## src/rtl/if1_fetch_buffer.sv

```systemverilog
`default_nettype none
// ============================================================================
//  Module   : if1_fetch_buffer
//  Brief    : In-order instruction fetch buffer between IF1 and ID. Captures
//             one fetch packet per cycle, presents the oldest packet to
//             decode, and blocks further fetches after a faulting packet.
//  Revision : 1.0 - initial release
// ============================================================================
module if1_fetch_buffer #(
    parameter int DEPTH   = 8,
    parameter int PC_W    = 32,
    parameter int INST_W  = 32,
    parameter int ECODE_W = 7
) (
    input  logic                     clk,
    input  logic                     rstn,
    input  logic                     flush,
    input  logic                     if1_readygo,
    output logic                     if1_allowin,
    input  logic [PC_W-1:0]          if1_pc,
    input  logic [INST_W-1:0]        if1_inst,
    input  logic                     if1_excp,
    input  logic [ECODE_W-1:0]       if1_ecode,
    input  logic                     id_allowin,
    output logic                     fb_valid,
    output logic [PC_W-1:0]          fb_pc,
    output logic [INST_W-1:0]        fb_inst,
    output logic                     fb_excp,
    output logic [ECODE_W-1:0]       fb_ecode,
    output logic [$clog2(DEPTH):0]   fb_count
);

    localparam int PTR_W   = $clog2(DEPTH);
    localparam int CNT_W   = PTR_W + 1;
    localparam int ENTRY_W = PC_W + INST_W + 1 + ECODE_W;

    // Storage is deliberately left unreset; the head is masked while empty.
    logic [ENTRY_W-1:0] mem_q [DEPTH];

    logic [PTR_W-1:0]   rptr_q, rptr_d;
    logic [PTR_W-1:0]   wptr_q, wptr_d;
    logic [CNT_W-1:0]   count_q, count_d;
    logic               excp_lock_q, excp_lock_d;

    logic               push;
    logic               pop;
    logic [ENTRY_W-1:0] wr_entry;
    logic [ENTRY_W-1:0] head_entry;

    // Handshake qualifiers and next-state computation; flush overrides all.
    always_comb begin
        if1_allowin = (count_q != CNT_W'(DEPTH)) & ~excp_lock_q;
        fb_valid    = (count_q != '0);
        push        = if1_readygo & if1_allowin & ~flush;
        pop         = fb_valid & id_allowin & ~flush;
        wr_entry    = {if1_pc, if1_inst, if1_excp, if1_ecode};

        rptr_d      = rptr_q;
        wptr_d      = wptr_q;
        count_d     = count_q;
        excp_lock_d = excp_lock_q;

        if (flush) begin
            rptr_d      = '0;
            wptr_d      = '0;
            count_d     = '0;
            excp_lock_d = 1'b0;
        end else begin
            if (push) begin
                wptr_d = wptr_q + PTR_W'(1);
                if (if1_excp) begin
                    excp_lock_d = 1'b1;
                end
            end
            if (pop) begin
                rptr_d = rptr_q + PTR_W'(1);
            end
            count_d = count_q + CNT_W'(push) - CNT_W'(pop);
        end
    end

    // Control state registers with asynchronous active-low reset.
    always_ff @(posedge clk or negedge rstn) begin
        if (!rstn) begin
            rptr_q      <= '0;
            wptr_q      <= '0;
            count_q     <= '0;
            excp_lock_q <= 1'b0;
        end else begin
            rptr_q      <= rptr_d;
            wptr_q      <= wptr_d;
            count_q     <= count_d;
            excp_lock_q <= excp_lock_d;
        end
    end

    // Packet storage write on an accepted push.
    always_ff @(posedge clk) begin
        if (push) begin
            mem_q[wptr_q] <= wr_entry;
        end
    end

    // Head packet read, forced to zero while the buffer is empty.
    always_comb begin
        head_entry = mem_q[rptr_q];
        fb_pc      = '0;
        fb_inst    = '0;
        fb_excp    = 1'b0;
        fb_ecode   = '0;
        if (fb_valid) begin
            {fb_pc, fb_inst, fb_excp, fb_ecode} = head_entry;
        end
        fb_count = count_q;
    end

endmodule
`default_nettype wire
```

## config.mk

```make
export PLATFORM = sky130hd
export DESIGN_NAME = if1_fetch_buffer
export DESIGN_NICKNAME = d
export VERILOG_FILES = /design/src/rtl/if1_fetch_buffer.sv
export SDC_FILE = /design/constraint.sdc
export NUM_CORES = 1
export LEC_CHECK = 0
export ABC_AREA = 1
export CORE_ASPECT_RATIO = 1.2
export CORE_MARGIN = 2
export CORE_UTILIZATION = 54
export DETAILED_ROUTE_END_ITERATION = 6
export HOLD_SLACK_MARGIN = 0.15
export PLACE_DENSITY = 0.79
export SYNTH_ARGS = -nofsm -noshare
export SYNTH_HDL_FRONTEND = slang
export SYNTH_SLANG_ARGS = --single-unit
```

## constraint.sdc

```tcl
create_clock -name clk -period 6.84 [get_ports clk]
set_input_delay 2.052 -clock clk [delete_from_list [all_inputs] [get_ports clk]]
set_output_delay 2.052 -clock clk [all_outputs]
set_load 0.01 [all_outputs]
```

* After elaboration in Yosys (flattened, before gate mapping)
Memories as Yosys holds them, arrays and structs flattened. Index checks and enable logic that the tools add are counted.
Operators by class: add/sub/neg operators 4, bitwise logic cells 7, reductions and logical operators 5, eq/ne operators 1, multiplexer cells 14
Operator list (number):
- $mux 32 | 2
- $mux 3 | 4
- $mux 7 | 1
- $add 3x1->3 const B | 2
- $mux 1 | 6
- $reduce_bool 2->1 | 3
- $and 1x1->1 | 5
- $add 4x1->4 | 1
- $mux 4 | 1
- $ne 4x4->1 const B | 1
- $reduce_bool 4->1 | 1
- $sub 4x1->4 | 1
- $not 1->1 | 2
- $reduce_and 2->1 | 1
Storage, ports and cells: output and inout bits 78, RAM bits 576, memories kept 1, logic and storage cells 36, bits of input ports 77, bits in registers 11
Memories:
- mem_q | depth 8, bits a word 72, read ports 1, clocked after memory_dff 0, write ports 1, line 38 | logic [ENTRY_W-1:0] mem_q [DEPTH];

* Logic depth before layout (Yosys ltp)
word-level depth 7, gate-level depth with buffers 12, gate-level depth less buffers 12

* Worst setup path before layout
Ideal clock, no wire load.
path type input port to flip-flop, start in flush, end mem mem_q[5][0] in the netlist's numbering (enable), stages on the path 3, arrival 7.334 ns, path slack -1.085 ns, data required time 6.249 ns, cell sequence clkinv_1 > nand4_1 > nor3_1
On the way: longest elaborated chain between the ends 4
Ends and longest elaborated chain:
- start: declaration | line 17 | input logic flush,
- $not 1->1 | line 54 | push = if1_readygo & if1_allowin & ~flush;
- $and 1x1->1 | line 54
- $mux 1 | line 99 | if (push) begin
- $mux 1 (implied by the code) | line 100 | mem_q[wptr_q] <= wr_entry;
- end: declaration | line 38
Every way passes these cells.

* Worst setup path in the final report
start reg rptr_q[0], end out fb_pc[25]
On the way: longest elaborated chain between the ends 2
Ends and longest elaborated chain:
- start: declaration | line 40 | logic [PTR_W-1:0] rptr_q, rptr_d;
- start signal: assignment | line 90 | rptr_q <= rptr_d;
- $mem_v2 8x72
- $mux 32 | line 111 | if (fb_valid) begin
- end: declaration | line 26 | output logic [PC_W-1:0] fb_pc,
Every way passes these cells.

==> flow_summary.yaml <==
cts:
  cts_buffers: 55
  clk_latency_ps: 590
  cts_resized: 0
  root_buffer: "clkbuf_16"
  cts_hold_buffers: 0
  tritoncts: "done"
  post_cts_buffers: 0
  numClockSinks: 587
  cts_buffer_depth: 3
  h-tree-depth: 2
  cts.clk_slew.worst_paths_ps: 70
sta:
  drv_slew: 0
  fmax_ghz: 0.1646
  fin_ws_ps: 766.3
  finalCritPeriodShare_pct: 88.80
  period_needed_ps: 6074
  finalClockSkew_ps: 21.80
  slew-limit-headroom_pct: 22.78
  setup_viol: 0
  worst_slew_pin_slew_ps: 1158
  hold_violations: 0
  rsz0062_at_grt: "no"
setup_path:
  cp-end-kind: "output pin"
  worstPathMaxFanout: 206
  worst-endpoint-arrival_ps: 4020
  start_kind: "register"
  critical_path_class: "reg2out"
  cp_data_required_time_ps: 4790
synthesis:
  syn_area_mm2: 0.02581
  synth_nets: 2670
  ys_warn_count: 0
  syn_inst: 2584
  synth_area_per_cell_um2: 9.989
  ys_ff_latch: 587
  synth_cell_types: 22
  ys_seq_area_share_pct: 68.08
final_layout:
  drive_gt1_share_pct: 4.653
  final_util_pct: 63.07
  nets: 2791
  areaGrowthSynthToFinish_pct: 15.17
route:
  top_layer_used: "met5"
  first_pass_iters: 6
  met1Wirelength_um: 21610
  postRouteAntennaNets: 0
  post_drt_wl_per_cell_um: 16.90
  postRouteWirelength_um: 57100
  wl_met2_um: 29660
  first_iter_violations: 1607
  post_drt_via_cell_ratio: 5.171
  drcViolationCount: 0
  vias: 17470
  routed-wl-met3_um: 3725
die:
  core_mm2: 0.04713
  die_w_um: 203.6
  fp-row-count: 87
  initial_utilization_pct: 54.76
  io_pins: 155
  die_h_um: 243.5
  dieArea_mm2: 0.04957
grt:
  grt_pass1_vias: 17370
  grt_max_degree: 207
  grt_first_pass_wirelength_um: 89580
  track_usage_pct: 23.13
  grt_overflow: 0
  antenna_found_initial: 6
power_and_ir_drop:
  p_leak_nw: 13.03
  ir_drop_v: 0.0002318
  p_per_area_mw_per_mm2: 354.9
placed_design:
  routabilityCongestion: 0.7832
  dp_hpwl_um: 31210
  portBuffers: 154
  place_ws_ps: 1453
outcome:
  status: "finished, final reports clean"
worst_hold_path:
  min_path_type: "reg2reg"
job:
  cap_violations: 0
[per-stage QoR]
step	total power [mW]	hold WS [ps]	std cells	setup TNS, ps	cell area, um2
2_1_floorplan	6.229	474.8	2584	-312460	25810
3_3_place_gp	7.465	506.8	3271	0	27890
3_5_place_dp	7.561	508.4	3271	0	27890
4_1_cts	10.61	524.2	3374	0	29720
5_1_grt	11.08	573.7	3378	0	29730
6_report	10.55	529.1	3378	0	29730
[path summary, 6_finish.rpt]
check,startpoint,endpoint,slack (ps),depth (start not counted)
max reg2reg,fb_count[2],mem_q[0][39],3980,8
max,rptr_q[0],fb_pc[25],770,8
max in group asynchronous,rstn,rptr_q[0],4630,1
min,excp_lock_q,excp_lock_q,530,2
min reg2reg,excp_lock_q,excp_lock_q,530,2
min in group asynchronous,rstn,fb_count[2],1800,1
[worst max-delay path: stages (launching register included)]
cell             delay (ps)
dfrtp_4                 790
inv_8                   950
buf_4                   550
nand2_1                 140
nand3_1                 120
nand3_1                 110
nand2_1                 100
nor2_1                   70
clkdlybuf4s50_1         480
[synthesized netlist by cell type, drive strengths merged]
cell type | instances | area (um2)
buf | 73 | 435.4
a21oi | 2 | 10.01
fa | 1 | 20.02
edfxtp | 576 | 17300
dfrtp | 11 | 275.3
nand3 | 370 | 1852
o21ai | 4 | 20.02
nor2 | 155 | 581.8
clkbuf | 46 | 172.7
inv | 592 | 2222
ha | 8 | 100.1
a31oi | 1 | 6.260
nand4 | 1 | 6.260
clkinv | 1 | 3.750
nand2 | 736 | 2763
xor2 | 1 | 8.760
nor3 | 4 | 20.02
xnor2 | 2 | 17.52
[cell families after synthesis]
group | Yosys count | share of synthesized area (%)
adders and majority gates | 9 | 0.4654
buffers and inverters | 712 | 10.98
DFF | 587 | 68.08
xor gates and xnor gates | 3 | 0.1018
AOI/OAI and AO/OA | 7 | 0.1406
and+or+nand+nor | 1266 | 20.23
[cells in the final DEF (no fill, tap or decap), types with 2 or more instances in the layout]
| master | netlist | routed |
|---|---|---|
| nor3_2 | 0 | 4 |
| clkdlybuf4s50_1 | 0 | 154 |
| inv_1 | 590 | 590 |
| clkinv_1 | 1 | 11 |
| buf_12 | 0 | 5 |
| clkbuf_1 | 46 | 8 |
| nand2_1 | 736 | 736 |
| ha_1 | 8 | 8 |
| edfxtp_1 | 576 | 576 |
| clkbuf_16 | 0 | 57 |
| diode_2 | 0 | 4 |
| a21oi_1 | 2 | 2 |
| nor2_4 | 0 | 4 |
| clkinv_4 | 0 | 4 |
| bufinv_16 | 0 | 6 |
| dfrtp_4 | 0 | 3 |
| clkinv_2 | 0 | 11 |
| nor2_1 | 155 | 151 |
| dfrtp_1 | 11 | 8 |
| buf_4 | 5 | 24 |
| o21ai_0 | 4 | 4 |
| xnor2_1 | 2 | 2 |
| nand3_1 | 370 | 369 |
| clkinvlp_4 | 0 | 6 |
[routing by layer]
| metal | GRT usage [%] | up-vias |
|---|---|---|
| met1 | 27.66 | 8329 |
| met4 | 10.71 | 4 |
| met5 | 0 | - |
| met3 | 3.464 | 148 |
| li1 | - | 8347 |
| met2 | 41.11 | 640 |
[registers in the layout (all words and copies together) (netlist names)]
name         cells
excp_lock_q      1
fb_count         4
mem_q          576
rptr_q           3
wptr_q           3
[power breakdown]
| part | internal, mW | total [mW] | switching, mW |
|---|---|---|---|
| clock | 1.76 | 3.06 | 1.30 |
| combinational | 1.25 | 3.22 | 1.97 |
| sequential | 4.12 | 4.28 | 0.154 |
| total | 7.12 | 10.6 | 3.43 |
[layout make-up]
cell class,instances,area [um2]
sequential,587,17580
fill,3476,17410
multi-input combinational,1285,5468
inverter,593,2236
timing repair buffer,183,1822
clock buffer,65,1456
tap,623,779.5
clock inverter,38,372.9
antenna,4,10.01
Power figures use the tool's default switching activity.
